`src/rtl/clk_div_multi_pkg.sv`:
```
// Shared rate codes and helpers for the multi-rate clock divider.
package clk_div_multi_pkg;

  // rate_sel encodings
  localparam logic [2:0] RATE_P0     = 3'd0;
  localparam logic [2:0] RATE_P1     = 3'd1;
  localparam logic [2:0] RATE_P2     = 3'd2;
  localparam logic [2:0] RATE_P3     = 3'd3;
  localparam logic [2:0] RATE_CUSTOM = 3'd4;

  // Smallest divisor that still yields one low and one high cycle.
  localparam int MIN_DIV = 2;

  // Codes above RATE_CUSTOM are unused and fall back to the slowest preset.
  function automatic logic [2:0] map_rate(input logic [2:0] sel);
    return (sel > RATE_CUSTOM) ? RATE_P0 : sel;
  endfunction

endpackage

```
`src/rtl/clk_div_multi_lut.sv`:
```
// Combinational divisor lookup: rate code -> clamped divisor and mapped code.
module clk_div_lut
  import clk_div_multi_pkg::*;
#(
  parameter int CNT_W = 23,
  parameter int DIV0  = 5000000,
  parameter int DIV1  = 2000000,
  parameter int DIV2  = 1000000,
  parameter int DIV3  = 500000
) (
  input  logic [2:0]       rate_sel_i,
  input  logic [CNT_W-1:0] div_custom_i,
  output logic [CNT_W-1:0] div_o,
  output logic [2:0]       rate_o
);

  logic [CNT_W-1:0] raw_div;

  // Pick the divisor for the mapped code, then clamp so the output always toggles.
  always_comb begin
    rate_o = map_rate(rate_sel_i);
    unique case (rate_o)
      RATE_P1:     raw_div = CNT_W'(DIV1);
      RATE_P2:     raw_div = CNT_W'(DIV2);
      RATE_P3:     raw_div = CNT_W'(DIV3);
      RATE_CUSTOM: raw_div = div_custom_i;
      default:     raw_div = CNT_W'(DIV0);
    endcase
    div_o = (raw_div < CNT_W'(MIN_DIV)) ? CNT_W'(MIN_DIV) : raw_div;
  end

endmodule

```
`src/rtl/clk_div_multi.sv`:
```
// Programmable clock divider / tick generator. Rate changes are latched only
// on the period wrap, so clk_out never produces a short or long glitch phase.
module clk_div_multi
  import clk_div_multi_pkg::*;
#(
  parameter int CNT_W = 23,
  parameter int DIV0  = 5000000,
  parameter int DIV1  = 2000000,
  parameter int DIV2  = 1000000,
  parameter int DIV3  = 500000
) (
  input  logic             clk_in,
  input  logic             rst,
  input  logic             en,
  input  logic [2:0]       rate_sel,
  input  logic [CNT_W-1:0] div_custom,
  output logic             clk_out,
  output logic             tick,
  output logic             led,
  output logic [2:0]       rate_act
);

  logic [CNT_W-1:0] lut_div;
  logic [2:0]       lut_rate;

  logic [CNT_W-1:0] cnt_q,      cnt_d;
  logic [CNT_W-1:0] div_act_q,  div_act_d;
  logic [2:0]       rate_act_q, rate_act_d;
  logic             clk_out_q,  clk_out_d;
  logic             tick_q,     tick_d;
  logic             led_q,      led_d;
  logic             wrap;

  clk_div_lut #(
    .CNT_W (CNT_W),
    .DIV0  (DIV0),
    .DIV1  (DIV1),
    .DIV2  (DIV2),
    .DIV3  (DIV3)
  ) u_lut (
    .rate_sel_i   (rate_sel),
    .div_custom_i (div_custom),
    .div_o        (lut_div),
    .rate_o       (lut_rate)
  );

  // >= rather than == so a divisor that shrank below cnt still wraps promptly.
  assign wrap = (cnt_q >= div_act_q);

  // Next-state: advance or wrap when enabled, otherwise hold everything but tick.
  always_comb begin
    cnt_d      = cnt_q;
    div_act_d  = div_act_q;
    rate_act_d = rate_act_q;
    clk_out_d  = clk_out_q;
    led_d      = led_q;
    tick_d     = 1'b0;
    if (en) begin
      if (wrap) begin
        cnt_d      = CNT_W'(1);
        div_act_d  = lut_div;
        rate_act_d = lut_rate;
        tick_d     = 1'b1;
      end else begin
        cnt_d = cnt_q + CNT_W'(1);
      end
      // Low for the first floor(D/2) counts, high for the rest of the period.
      clk_out_d = (cnt_q > (div_act_q >> 1));
      led_d     = clk_out_q;
    end
  end

  // State registers; reset restarts a full period under the current selection.
  always_ff @(posedge clk_in) begin
    if (rst) begin
      cnt_q      <= CNT_W'(1);
      div_act_q  <= lut_div;
      rate_act_q <= lut_rate;
      clk_out_q  <= 1'b0;
      tick_q     <= 1'b0;
      led_q      <= 1'b0;
    end else begin
      cnt_q      <= cnt_d;
      div_act_q  <= div_act_d;
      rate_act_q <= rate_act_d;
      clk_out_q  <= clk_out_d;
      tick_q     <= tick_d;
      led_q      <= led_d;
    end
  end

  assign clk_out  = clk_out_q;
  assign tick     = tick_q;
  assign led      = led_q;
  assign rate_act = rate_act_q;

endmodule

```
`config.mk`:
```
export PLATFORM = sky130hd
export DESIGN_NAME = clk_div_multi
export DESIGN_NICKNAME = d
export VERILOG_FILES = /design/src/rtl/clk_div_multi_pkg.sv /design/src/rtl/clk_div_multi_lut.sv /design/src/rtl/clk_div_multi.sv
export SDC_FILE = /design/constraint.sdc
export NUM_CORES = 1
export LEC_CHECK = 0
export CAP_MARGIN = 25
export CORE_AREA = 2 2 84 86
export CTS_BUF_LIST = sky130_fd_sc_hd__clkbuf_8 sky130_fd_sc_hd__clkbuf_16
export CTS_CLUSTER_SIZE = 30
export DETAILED_ROUTE_END_ITERATION = 10
export DIE_AREA = 0 0 86 88
export GPL_TIMING_DRIVEN = 0
export PLACE_DENSITY = 0.76
export SLEW_MARGIN = 20
export SYNTH_ARGS = -nofsm -noshare
export SYNTH_HDL_FRONTEND = slang
export SYNTH_HIERARCHICAL = 1
export SYNTH_SLANG_ARGS = --single-unit
```
`constraint.sdc`:
```
create_clock -name clk_in -period 2.1 [get_ports clk_in]
set_clock_uncertainty 0.15 [all_clocks]
set_input_delay 0.21 -clock clk_in [delete_from_list [all_inputs] [get_ports clk_in]]
set_output_delay 0.21 -clock clk_in [all_outputs]
set_load 0.03 [all_outputs]
```
## After elaboration in Yosys (flattened, before gate mapping)

Index checks and enable logic that the tools add are counted.

| operators by class | value |
|---|---|
| bitwise operators | 1 |
| $add $sub $neg | 1 |
| mux-type cells | 11 |
| equal/unequal tests | 4 |
| $lt $le $gt $ge | 4 |
| reduce and logical (&&, ||, !) cells | 4 |

Operators by type and width:

| cell | number |
|---|---|
| two-way mux 23 bit | 5 |
| one-hot mux 23 bit (4 select lines) | 1 |
| adder 23 x 1 -> 23 bit (second input constant) | 1 |
| >= comparator 23 bit | 1 |
| > comparator 23 x 22 -> 1 bit | 1 |
| < comparator 23 x 2 -> 1 bit (second input constant) | 1 |
| two-way mux 3 bit | 4 |
| equality test 3 x 2 -> 1 bit (second input constant) | 2 |
| nonzero test 2 bit | 2 |
| equality test 3 x 1 -> 1 bit (second input constant) | 1 |
| equality test 3 bit (second input constant) | 1 |
| > comparator 3 bit (second input constant) | 1 |
| AND reduction 2 bit | 1 |
| OR reduction 2 bit | 1 |
| two-way mux 1 bit | 1 |
| inverter 1 bit | 1 |

| word-level totals | value |
|---|---|
| bits of input ports | 29 |
| register bits | 52 |

## Longest topological paths before layout

| logic depth | value |
|---|---|
| word-level depth | 9 |
| gate-level depth with buffers | 9 |

## Modules after synthesis

The synthesis kept the hierarchy.

By module, submodules not included:

| module | cells each | instances | seq. area each (sq um) | area each (sq um) |
|---|---|---|---|---|
| clk_div_multi | 286 | 1 | 1301.2 | 2944.1 |
| clk_div_lut | 60 | 1 | 0.0 | 339.1 |

## Worst setup path after synthesis

No wires, ideal clock.

| timing path | value |
|---|---|
| path kind | register -> register |
| start | reg cnt_q[0] |
| end | reg div_act_q[0] (enable) |
| clock period less this slack | 2.317 ns |
| required time | 1.627 ns |
| library setup time | 0.323 ns |
| setup slack | -0.217 ns |
| stages on the path, launching flop included | 9 |
| arrival | 1.843 ns |
| cells stage by stage | dfxtp_1 -> inv_1 -> ha_1 -> nor2b_1 -> o21ai_0 -> a21oi_1 -> o41ai_2 -> a31o_4 -> buf_6 |

| on the way | value |
|---|---|
| longest elaborated chain between the ends | 3 |

Ends and longest elaborated chain:

| item | line | source |
|---|---|---|
| from (decl) | clk_div_multi.sv:26 | `logic [CNT_W-1:0] cnt_q, cnt_d;` |
| from (signal assigned) | clk_div_multi.sv:83 | `cnt_q <= cnt_d;` |
| >= comparator 23 bit | clk_div_multi.sv:48 | `assign wrap = (cnt_q >= div_act_q);` |
| nonzero test 2 bit (no source line) | n/a |  |
| AND reduction 2 bit (no source line) | n/a |  |
| to (signal assigned) | clk_div_multi.sv:77 | `div_act_q <= lut_div;` |
| to (signal assigned) | clk_div_multi.sv:84 | `div_act_q <= div_act_d;` |
| to (decl) | clk_div_multi.sv:27 | `logic [CNT_W-1:0] div_act_q, div_act_d;` |

No other way between the ends.
A chain may end at the register's enable or synchronous reset.

## Worst setup path in the final report

| timing path | value |
|---|---|
| start | reg div_act_q[22] |
| end | reg cnt_q[17] |

| on the way | value |
|---|---|
| longest elaborated chain between the ends | 2 |

Ends and longest elaborated chain:

| item | line | source |
|---|---|---|
| >= comparator 23 bit | clk_div_multi.sv:48 |  |
| two-way mux 23 bit | clk_div_multi.sv:59 | `if (wrap) begin` |

No other way between the ends.

==> flow_summary.yaml <==
worst_setup_path:
  reg2regPathDepth: 9
  cp.arrival_ps: 2390
  crit_start: "div_act_q[22]"
  path_depth: 9
  criticalPathCategory: "register to register"
  cpLargestDelayFamily: "compound AO/OA/AOI/OAI gates"
  rr_endpoint: "cnt_q[17]"
  critical_path_buf_inv_count: 2
  crit_path_end_kind: "register"
  required_ps: 2210
  slowest_delay_ps: 410
  worst_setup_path_start_kind: "register"
  ff2ff_setup_slack_ps: -180
  path_max_fanout: 8
  crit_slowest_cell: "edfxtp_1"
  cp-endpoint: "cnt_q[17]"
  crit_chain: "inv_2 -> ha_1 -> nand4_1 -> a31oi_1 -> a211o_1 -> a21o_1 -> a31o_4 -> bufbuf_16 -> nor2_2"
  reg2reg_from: "div_act_q[22]"
synth:
  synth-simple-area-share_pct: 20.54
  syn_area_per_cell_um2: 9.489
  ys_async_sr_fraction_pct: 0
  synth_compound_area_share_pct: 10.48
  synth-seq-cells: 52
  netlist.area_leader.share_pct: 23.78
  synthTopCellsByArea: "edfxtp_1, ha_1, dfxtp_1"
  synthAdderAreaFrac_pct: 17.53
  post_synth_num_cell_types: 49
  synth_nets: 421
  synth_edf_count: 26
  synthFlopType: "edfxtp_1"
  synth.mux.area_fraction_pct: 0.6098
  synth-warning-count: 6
  syn_area_um2: 3283
  synth.largest_area_cell: "edfxtp_1"
  synth-xor-area-share_pct: 5.869
  synth_top_family_by_area: "simple AND/OR/NAND/NOR gates"
  yosysSeqAreaShare_pct: 39.63
  synthCells: 346
sta:
  finalHoldViolCount: 0
  worst-slew-pin-transition_ps: 441.9
  fin_ws_ps: -180.5
  setup_viol_count_final: 50
  hold_slack_ps: 63.23
  fmax_ghz: 0.4385
  layout_min_cycle_time_ps: 2281
  drv_slew: 0
  post-route-period-util_pct: 108.6
  grt_setup_unrepaired: "true"
  maxSlewHeadroom_pct: 69.78
final_layout:
  syn_to_final_growth_pct: 27.86
  final_common_cell: "nor2_1"
  layoutNonFillerInstCount: 478
  layout_common_cells: "nor2_1, ha_1, clkdlybuf4s50_1"
  num-fill-cells: 520
  nNetsFinal: 472
  diodes: 0
  drive_gt1_share_pct: 19.60
floorplan:
  start_util_pct: 49.42
  rows: 30
  core_area_um2: 6644
  die_h_um: 88
  die_w_um: 86
  die_area_um2: 7568
  io_pins: 35
run_status:
  status: "finished with violations"
  violations: "setup timing"
power_and_ir_drop:
  power.leakage_nw: 1.776
  vdd_ir_drop_max_v: 0.0003434
  pwr_density_cell_nw_per_um2: 511.2
cts:
  cts_sinks: 52
  cts_root_buffer: "clkbuf_8"
  tritoncts: "done"
  cts_max_level: 2
  cts_buffers: 5
  clockBufferDepth: 2
  postCtsHoldBufs: 0
  clk_latency_ps: 320
  clk_pin_slew_ps: 90
grt:
  grt_pass1_wl_um: 11800
  grt_max_degree: 19
  antenna_found_initial: 0
  grt-ovfl-total: 0
  grt_use_total_pct: 19.91
  grt_pass1_vias: 2571
job:
  maxCapViolCount: 0
placement:
  placed_cells: 459
  pre_cts_slack_ps: -296.1
  hpwl_um: 5237
  routabilityCongestion: 0.8802
  port_buffers: 33
routing:
  dr_total_vias: 2642
  drt-initial-drc-count: 142
  drtPass1Iterations: 4
  detail_route.wl_per_cell_um: 15.20
  postRouteAntennaNets: 0
  route.detailed.drc: 0
  routed_via_density: 5.527
  routed_wl_um: 7267
hold_path:
  hold_path.class: "primary input to register"
[metrics by stage]
step | setup TNS [ps] | power (mW) | utilization, % | area [um2]
after floorplan | 0 | 1.302 | - | 3306
after global placement | -9694 | 1.408 | 56.23 | 3736
after detailed placement | -10110 | 1.418 | 56.23 | 3736
final | -6593 | 2.146 | 63.18 | 4198
after global routing | -11050 | 2.234 | 63.18 | 4198
after CTS | -5597 | 2.129 | 60.40 | 4013
[synth_stat cells (3+ instances only)]
library cell	number
nor2_1	49
ha_1	46
inv_1	30
nand2_1	29
dfxtp_1	26
edfxtp_1	26
a21oi_1	20
xor2_1	14
nand4_1	13
nand3_1	12
o21ai_0	9
xnor2_1	8
a21o_1	7
and2_1	5
nor2b_1	5
buf_6	4
nor4_1	4
nand2b_1	3
[cell type report]
type / instances / area, um2 / area share [%]
clock buffers: 5 / 68.82 / 1.639
multi-input cells: 257 / 1984 / 47.27
inverters: 32 / 125.1 / 2.981
plain buffers: 5 / 62.56 / 1.490
flip-flops and latches: 52 / 1318 / 31.39
well taps: 80 / 100.1 / 2.384
repair buffers: 44 / 496.7 / 11.83
clock inverters: 3 / 42.54 / 1.013
[report_power, final]
part	internal [mW]	switching, mW	leakage, nW
Clock	0.353	0.341	0.0541
Combinational	0.163	0.168	1.25
Sequential	1.10	0.0173	0.471
[flip-flops by register name (all words and copies together), names as in the netlist]
signal and count:
cnt_q 23, div_act_q 23, tick 1, rate_act 3, clk_out 1, led 1
[per-layer routing]
metal / share of wire (%) / global-route usage [%] / wire length, um / vias to the layer above
met1: 44 / 24.78 / 3188 / 1232
met2: 50 / 34.81 / 3647 / 76
met5: 0 / 0 / 0 / -
li1: - / - / - / 1316
met3: 3.9 / 2.828 / 283 / 18
met4: 2.0 / 8.081 / 147 / 0
[worst min-delay path by stage]
stage / startpoint / to / slack [ps] / depth (start not counted)
floorplan: rst / led / 130 / 1
global placement: led / led / 330 / 2
detailed placement: led / led / 350 / 2
CTS: rate_sel[1] / div_act_q[20] / 70 / 2
global route: rate_sel[1] / div_act_q[20] / 60 / 2
finish: rate_sel[1] / div_act_q[20] / 60 / 2
[worst reg2reg max path: stages (launching register included)]
cell and delay, ps:
edfxtp_1 410, inv_2 110, ha_1 250, nand4_1 140, a31oi_1 70, a211o_1 250
a21o_1 170, a31o_4 270, bufbuf_16 300, nor2_2 100
[repair_timing]
action / CTS / global route
gates resized for setup: 19 / 31
setup buffers: 5 / 2
pin swaps: 7 / 20
gates cloned: 2 / 2
endpoints found under the setup margin: 47 / 51
[logic make-up (layout without fill, tap and decap cells)]
group                    count (synthesis)  after routing
flip-flops                              52             52
AND/OR/NAND/NOR                        135            135
AO/OA/AOI/OAI                           52             52
XOR/XNOR                                22             22
adder cells (fa/ha/maj)                 46             46
multiplexers                             2              2
buffers and inverters                   37             89
(Power assumes the default switching activity.)
